[src/rtl/led_seq_pkg.sv]
// Shared mode/direction encodings and LED constants for the LED pattern sequencer.
package led_seq_pkg;

    typedef enum logic [2:0] {
        MODE_OFF       = 3'd0,
        MODE_CHASE     = 3'd1,
        MODE_BOUNCE    = 3'd2,
        MODE_BINARY    = 3'd3,
        MODE_ALL_BLINK = 3'd4
    } mode_t;

    typedef enum logic {
        DIR_UP   = 1'b0,
        DIR_DOWN = 1'b1
    } dir_t;

    localparam logic [4:0] LED_ALL_ON = 5'b11111;

endpackage

[src/rtl/led_pattern_sequencer_debouncer.sv]
// Button synchroniser, debouncer and single-cycle press detector.
module button_debouncer #(
    parameter int N_CLKS_DEBOUNCE = 500000
) (
    input  logic i_clk,
    input  logic i_rst_n,
    input  logic i_btn,
    output logic o_press
);

    localparam int CW = $clog2(N_CLKS_DEBOUNCE + 1);

    logic          sync1;
    logic          sync2;
    logic          level;
    logic [CW-1:0] cnt;
    logic [1:0]    settle;
    logic          armed;
    logic          accept;
    logic          press;

    assign accept  = (sync2 != level) && (cnt == CW'(N_CLKS_DEBOUNCE - 1));
    assign o_press = press;

    // Two-flop synchroniser on the raw button
    always_ff @(posedge i_clk or negedge i_rst_n) begin
        if (!i_rst_n) begin
            sync1 <= 1'b0;
            sync2 <= 1'b0;
        end else begin
            sync1 <= i_btn;
            sync2 <= sync1;
        end
    end

    // Accept a level change only after it has been stable long enough
    always_ff @(posedge i_clk or negedge i_rst_n) begin
        if (!i_rst_n) begin
            level <= 1'b0;
            cnt   <= '0;
        end else if (sync2 != level) begin
            if (accept) begin
                level <= sync2;
                cnt   <= '0;
            end else begin
                cnt <= cnt + 1'b1;
            end
        end else begin
            cnt <= '0;
        end
    end

    // Arm press detection only once the synchronised button has been seen
    // low after reset (sync2 is trusted from the third edge on), so a button
    // held through reset release does not count as a press.
    always_ff @(posedge i_clk or negedge i_rst_n) begin
        if (!i_rst_n) begin
            settle <= '0;
            armed  <= 1'b0;
        end else begin
            settle <= {settle[0], 1'b1};
            armed  <= armed | (settle[1] & ~sync2);
        end
    end

    // One-cycle pulse on an accepted 0->1 debounced transition
    always_ff @(posedge i_clk or negedge i_rst_n) begin
        if (!i_rst_n) begin
            press <= 1'b0;
        end else begin
            press <= armed & accept & sync2;
        end
    end

endmodule

[src/rtl/led_pattern_sequencer.sv]
// LED pattern sequencer: shared step timebase, mode FSM and LED pattern output.
module led_pattern_sequencer
    import led_seq_pkg::*;
#(
    parameter int N_CLKS_STEP     = 12500000,
    parameter int N_CLKS_DEBOUNCE = 500000,
    parameter int N_LEDS          = 5
) (
    input  logic              i_clk,
    input  logic              i_rst_n,
    input  logic              i_btn,
    input  logic              i_pause,
    output logic [N_LEDS-1:0] o_led,
    output logic [2:0]        o_mode,
    output logic              o_tick
);

    localparam int TW = $clog2(N_CLKS_STEP);

    logic              press;
    mode_t             mode;
    mode_t             mode_next;
    dir_t              dir;
    dir_t              dir_next;
    logic [4:0]        step;
    logic [4:0]        step_next;
    logic [TW-1:0]     tick_cnt;
    logic              raw_tick;
    logic              step_tick;
    logic [N_LEDS-1:0] led;
    logic [N_LEDS-1:0] led_next;
    logic              tick;

    button_debouncer #(
        .N_CLKS_DEBOUNCE(N_CLKS_DEBOUNCE)
    ) u_debouncer (
        .i_clk   (i_clk),
        .i_rst_n (i_rst_n),
        .i_btn   (i_btn),
        .o_press (press)
    );

    // A press in the same cycle as an accepted tick wins; the tick is dropped
    assign raw_tick  = (tick_cnt == TW'(N_CLKS_STEP - 1));
    assign step_tick = raw_tick & ~i_pause & (mode != MODE_OFF) & ~press;

    assign o_led  = led;
    assign o_mode = mode;
    assign o_tick = tick;

    // Free-running step timebase, restarted by a press; runs through pause
    always_ff @(posedge i_clk or negedge i_rst_n) begin
        if (!i_rst_n) begin
            tick_cnt <= '0;
        end else if (press || raw_tick) begin
            tick_cnt <= '0;
        end else begin
            tick_cnt <= tick_cnt + 1'b1;
        end
    end

    // Mode, step and direction state register
    always_ff @(posedge i_clk or negedge i_rst_n) begin
        if (!i_rst_n) begin
            mode <= MODE_OFF;
            step <= '0;
            dir  <= DIR_UP;
        end else begin
            mode <= mode_next;
            step <= step_next;
            dir  <= dir_next;
        end
    end

    // Mode advance on press, otherwise per-mode step update on accepted ticks
    always_comb begin
        mode_next = mode;
        step_next = step;
        dir_next  = dir;
        if (press) begin
            step_next = '0;
            dir_next  = DIR_UP;
            case (mode)
                MODE_OFF:       mode_next = MODE_CHASE;
                MODE_CHASE:     mode_next = MODE_BOUNCE;
                MODE_BOUNCE:    mode_next = MODE_BINARY;
                MODE_BINARY:    mode_next = MODE_ALL_BLINK;
                default:        mode_next = MODE_OFF;
            endcase
        end else begin
            case (mode)
                MODE_OFF: begin
                end
                MODE_CHASE: begin
                    if (step_tick) begin
                        step_next = (step == 5'd4) ? 5'd0 : step + 5'd1;
                    end
                end
                MODE_BOUNCE: begin
                    if (step_tick) begin
                        if (dir == DIR_UP) begin
                            if (step == 5'd3) begin
                                step_next = 5'd4;
                                dir_next  = DIR_DOWN;
                            end else begin
                                step_next = step + 5'd1;
                            end
                        end else begin
                            if (step == 5'd1) begin
                                step_next = 5'd0;
                                dir_next  = DIR_UP;
                            end else begin
                                step_next = step - 5'd1;
                            end
                        end
                    end
                end
                MODE_BINARY: begin
                    if (step_tick) begin
                        step_next = step + 5'd1;
                    end
                end
                MODE_ALL_BLINK: begin
                    if (step_tick) begin
                        step_next = {step[4:1], ~step[0]};
                    end
                end
                default: begin
                    mode_next = MODE_OFF;
                    step_next = '0;
                    dir_next  = DIR_UP;
                end
            endcase
        end
    end

    // LED pattern decode from the current mode and step
    always_comb begin
        led_next = '0;
        case (mode)
            MODE_CHASE,
            MODE_BOUNCE:    led_next = 5'b00001 << step;
            MODE_BINARY:    led_next = step;
            MODE_ALL_BLINK: led_next = step[0] ? 5'b00000 : LED_ALL_ON;
            default:        led_next = '0;
        endcase
    end

    // Registered LED and tick outputs
    always_ff @(posedge i_clk or negedge i_rst_n) begin
        if (!i_rst_n) begin
            led  <= '0;
            tick <= 1'b0;
        end else begin
            led  <= led_next;
            tick <= step_tick;
        end
    end

endmodule

[config.mk]
export PLATFORM = sky130hd
export DESIGN_NAME = led_pattern_sequencer
export DESIGN_NICKNAME = d
export VERILOG_FILES = /design/src/rtl/led_seq_pkg.sv /design/src/rtl/led_pattern_sequencer_debouncer.sv /design/src/rtl/led_pattern_sequencer.sv
export SDC_FILE = /design/constraint.sdc
export NUM_CORES = 1
export LEC_CHECK = 0
export CELL_PAD_IN_SITES_DETAIL_PLACEMENT = 1
export CELL_PAD_IN_SITES_GLOBAL_PLACEMENT = 2
export CORE_MARGIN = 3
export CORE_UTILIZATION = 41
export DETAILED_ROUTE_END_ITERATION = 10
export DONT_BUFFER_PORTS = 1
export GPL_ROUTABILITY_DRIVEN = 0
export PLACE_DENSITY_LB_ADDON = 0.1
export RECOVER_POWER = 50
export SETUP_SLACK_MARGIN = 0.15
export SLEW_MARGIN = 10
export SYNTH_ARGS = -nofsm -noshare
export SYNTH_HDL_FRONTEND = slang
export SYNTH_SLANG_ARGS = --single-unit
export TNS_END_PERCENT = 20
[constraint.sdc]
create_clock -name i_clk -period 2.29 [get_ports i_clk]
set_input_delay 0.458 -clock i_clk [delete_from_list [all_inputs] [get_ports i_clk]]
set_output_delay 0.458 -clock i_clk [all_outputs]
set_load 0.1 [all_outputs]
==> flow_metrics.py <==
metrics = {
    "detailed_routing": {
        "drt_iter0_drc": 69,
        "wire_per_inst_um": 16.4,
        "dr_wl_met2_mm": 3.71,
        "drc": 0,
        "wirelength_mm": 8.06,
        "wl_met3_um": 198,
        "wl_met1_mm": 4.02,
        "ant_nets": 0,
        "num_vias": 2676,
        "vias_per_cell": 5.45,
        "maxUsedRoutingLayer": "met4",
        "firstDrtPassIters": 4,
    },
    "power": {
        "p_comb_share_pct": 1.9,
        "switching_share_pct": 22.7,
        "p_sw_mw": 0.521,
        "clockPowerShare_pct": 47.6,
        "internal_power_mw": 1.78,
        "irDropWorstVdd_v": 0.000322,
        "leakagePower_nw": 1.65,
        "power_frac_seq_pct": 50.6,
        "power_density_mw_per_mm2": 581,
    },
    "die": {
        "die_w_um": 98.4,
        "floorplan.initialDensity_pct": 42.4,
        "rows": 33,
        "design.die.area_mm2": 0.00969,
        "die_y_um": 98.4,
        "ios": 13,
        "core-area_mm2": 0.00826,
    },
    "critical_path": {
        "cp-end-kind": "flip-flop",
        "r2r_slack_ns": 0.34,
        "rr_worst_depth": 7,
        "crit_family": "simple AND/OR/NAND/NOR gates",
        "cp.arrival_ns": 2.18,
        "path_buf_inv": 1,
        "r2r_end": "tick_cnt[6]$_DFF_PN0_",
        "required_ns": 2.51,
        "cp_slowest_stage_delay_ns": 0.40,
        "path_cells": "ha_1 -> and4_2 -> nand3_1 -> nor3_2 -> or2_1 -> buf_4 -> nor2_1",
        "crit_type": "flip-flop to flip-flop",
        "crit_path_max_fanout": 23,
        "regToRegStartpoint": "tick_cnt[0]$_DFF_PN0_",
        "startpoint_type": "flip-flop",
        "cp_slowest_cell": "dfrtp_1",
    },
    "clock_tree": {
        "cts_tree": "yes",
        "clock_path_buffers": 2,
        "cts_sinks": 65,
        "cts_made_buffers": 9,
        "cts.htree.levels": 3,
        "root_buffer": "clkbuf_8",
        "clk-insertion-delay-late_ns": 0.35,
        "cts_setup_buffers": 0,
        "clk_pin_slew_ns": 0.07,
    },
    "synth": {
        "synth_ff_type": "dfrtp_1",
        "synth_top_area_cell": "dfrtp_1",
        "synth_area_mm2": 0.00350,
        "synth_top_area_share_pct": 46.4,
        "synth_seq_area_share_pct": 46.4,
        "synth-edff-count": 0,
        "syn_avg_cell_area_um2": 9.57,
        "yosysWarnings": 0,
        "synth-async-reset-ratio_pct": 100,
        "ys_ff_latch": 65,
        "synth_top_cells_by_area": "dfrtp_1 (46%), nor2_1 (6.0%), xnor2_1 (5.8%)",
        "synth_cell_type_count": 60,
        "synth_cells": 366,
        "synth_nets": 376,
    },
    "final_layout": {
        "nets": 391,
        "antenna_cells": 0,
        "fill_cells": 956,
        "synthToLayoutAreaGrowth_pct": 12.9,
        "final_common_cell": "dfrtp_1",
        "drive_above_1_share_pct": 15.0,
        "layout_common_cells": "dfrtp_1 (63), nor2_1 (56), nand2_1 (27)",
    },
    "sta": {
        "fin_ws_ns": 0.336,
        "rsz0062_at_grt": "no",
        "clock_skew_ns": 0.00933,
        "fin_crit_ns": 1.95,
        "finalSetupViolations": 0,
        "maxClockFrequency_mhz": 512,
        "slew_viol_final": 0,
        "tns_ns": 0,
        "relSlewSlack_pct": 39.8,
        "finalHoldViolations": 0,
        "period_share_pct": 85.3,
        "tightest_slew_ns": 0.903,
    },
    "placed_design": {
        "dp_hpwl_mm": 5.59,
        "place_ws_ns": 0.262,
        "io_buffer_count": 0,
    },
    "grt": {
        "grt_pass1_vias": 2753,
        "grt_pass1_wl_mm": 14.1,
        "grt_max_degree": 66,
        "grtUsageTotal_pct": 18.1,
        "antenna_found_initial": 0,
        "grt-ovfl-total": 0,
    },
    "hold_path": {
        "hp-start": "i_btn",
        "min_path_cells": 0,
        "hold_path.class": "input port to flip-flop",
        "min_to": "u_debouncer.sync1$_DFF_PN0_",
    },
    "run_status": {
        "status": "complete, no violations",
    },
    "run": {
        "drv_cap": 0,
    },
}
[power by group through the flow]
stage	Combinational, mW	Clock [mW]	Sequential (mW)
after detailed placement	0.0191	0	1.18
after CTS	0.0507	1.13	1.16
after floorplan	0.0153	0	1.18
final	0.0431	1.09	1.16
after global routing	0.0524	1.17	1.16
after global placement	0.0190	0	1.18
[layer usage]
| metal | up-vias | GRT usage (%) |
|---|---|---|
| met5 | - | 0 |
| met4 | 0 | 6.62 |
| met3 | 11 | 3.89 |
| met2 | 23 | 27.8 |
| met1 | 1344 | 25.1 |
| li1 | 1298 | - |
[cells in the mapped netlist (3+ instances only)]
master,instances
or3_1,3
nor4_2,5
xor2_1,20
buf_2,3
ha_1,6
dfrtp_1,65
o21a_1,3
nor3_1,13
and3_1,7
a211oi_1,3
nand2_1,27
nand4_1,9
clkbuf_1,10
xnor2_1,23
nor4_1,3
o22ai_1,5
nand2b_1,6
a31oi_1,3
o21ai_0,5
inv_1,14
a21oi_1,5
nor2_1,56
nand3_1,24
[per-stage QoR]
stage / total power, mW / hold slack (ns) / utilization, % / std cells / area (µm²)
final: 2.30 / 0.139 / 47.9 / 491 / 3950
after global routing: 2.39 / 0.121 / 47.9 / 491 / 3950
after CTS: 2.34 / 0.119 / 47.8 / 491 / 3950
after detailed placement: 1.20 / 0.164 / 44.7 / 473 / 3690
after global placement: 1.20 / 0.164 / 44.7 / 473 / 3690
after floorplan: 1.20 / 0.162 / - / 366 / 3510
[flip-flops by register name, indices dropped and copies added (netlist names)]
| register | flops |
|---|---|
| tick_cnt | 24 |
| dir | 1 |
| u_debouncer.sync2 | 1 |
| u_debouncer.o_press | 1 |
| u_debouncer.sync1 | 1 |
| step | 5 |
| o_tick | 1 |
| u_debouncer.settle | 2 |
| o_mode | 3 |
| u_debouncer.cnt | 19 |
| o_led | 5 |
| u_debouncer.armed | 1 |
| u_debouncer.level | 1 |
[how the worst max path moves through the flow]
stage                     depth (start not counted)             startpoint  slack (ns)                     to
final                                             7  tick_cnt[0]$_DFF_PN0_        0.34  tick_cnt[6]$_DFF_PN0_
after global routing                              7  tick_cnt[0]$_DFF_PN0_        0.16  tick_cnt[6]$_DFF_PN0_
after floorplan                                   6  o_mode[1]$_DFFE_PN0P_        0.20    step[2]$_DFFE_PN0P_
after detailed placement                          7  tick_cnt[0]$_DFF_PN0_        0.26  tick_cnt[6]$_DFF_PN0_
after global placement                            6  tick_cnt[8]$_DFF_PN0_        0.31  tick_cnt[9]$_DFF_PN0_
after CTS                                         6  tick_cnt[8]$_DFF_PN0_        0.24  tick_cnt[6]$_DFF_PN0_
[cells by family after synthesis]
group | share of synthesized area (%)
AND/OR/NAND/NOR | 27.1
flip-flops | 46.4
XOR/XNOR | 10.8
AO/OA/AOI/OAI | 8.54
buffers and inverters | 3.97
adder cells (fa/ha/maj) | 2.14
multiplexers | 0.929
other | 0.107
[final cells by class]
| cell class | count | area [µm²] | area share (%) |
|---|---|---|---|
| clock buffer | 9 | 124 | 3.13 |
| clock inverter | 7 | 95.1 | 2.41 |
| inverter | 14 | 52.6 | 1.33 |
| multi-input combinational | 270 | 1760 | 44.5 |
| sequential | 65 | 1630 | 41.3 |
| tap | 105 | 131 | 3.32 |
| timing repair buffer | 21 | 160 | 4.05 |
[what timing repair did]
| item | in CTS | in global routing |
|---|---|---|
| setup endpoints to repair | 0 | 37 |
| endpoints found under the hold margin | 65 | 0 |
| hold buffers | 2 | 0 |
| gates resized for setup | 0 | 3 |
[worst reg2reg max path: stages (launching register included)]
cell     delay, ns
dfrtp_1       0.40
ha_1          0.25
and4_2        0.24
nand3_1       0.19
nor3_2        0.27
or2_1         0.13
buf_4         0.27
nor2_1        0.09
Power figures use the tool's default switching activity.
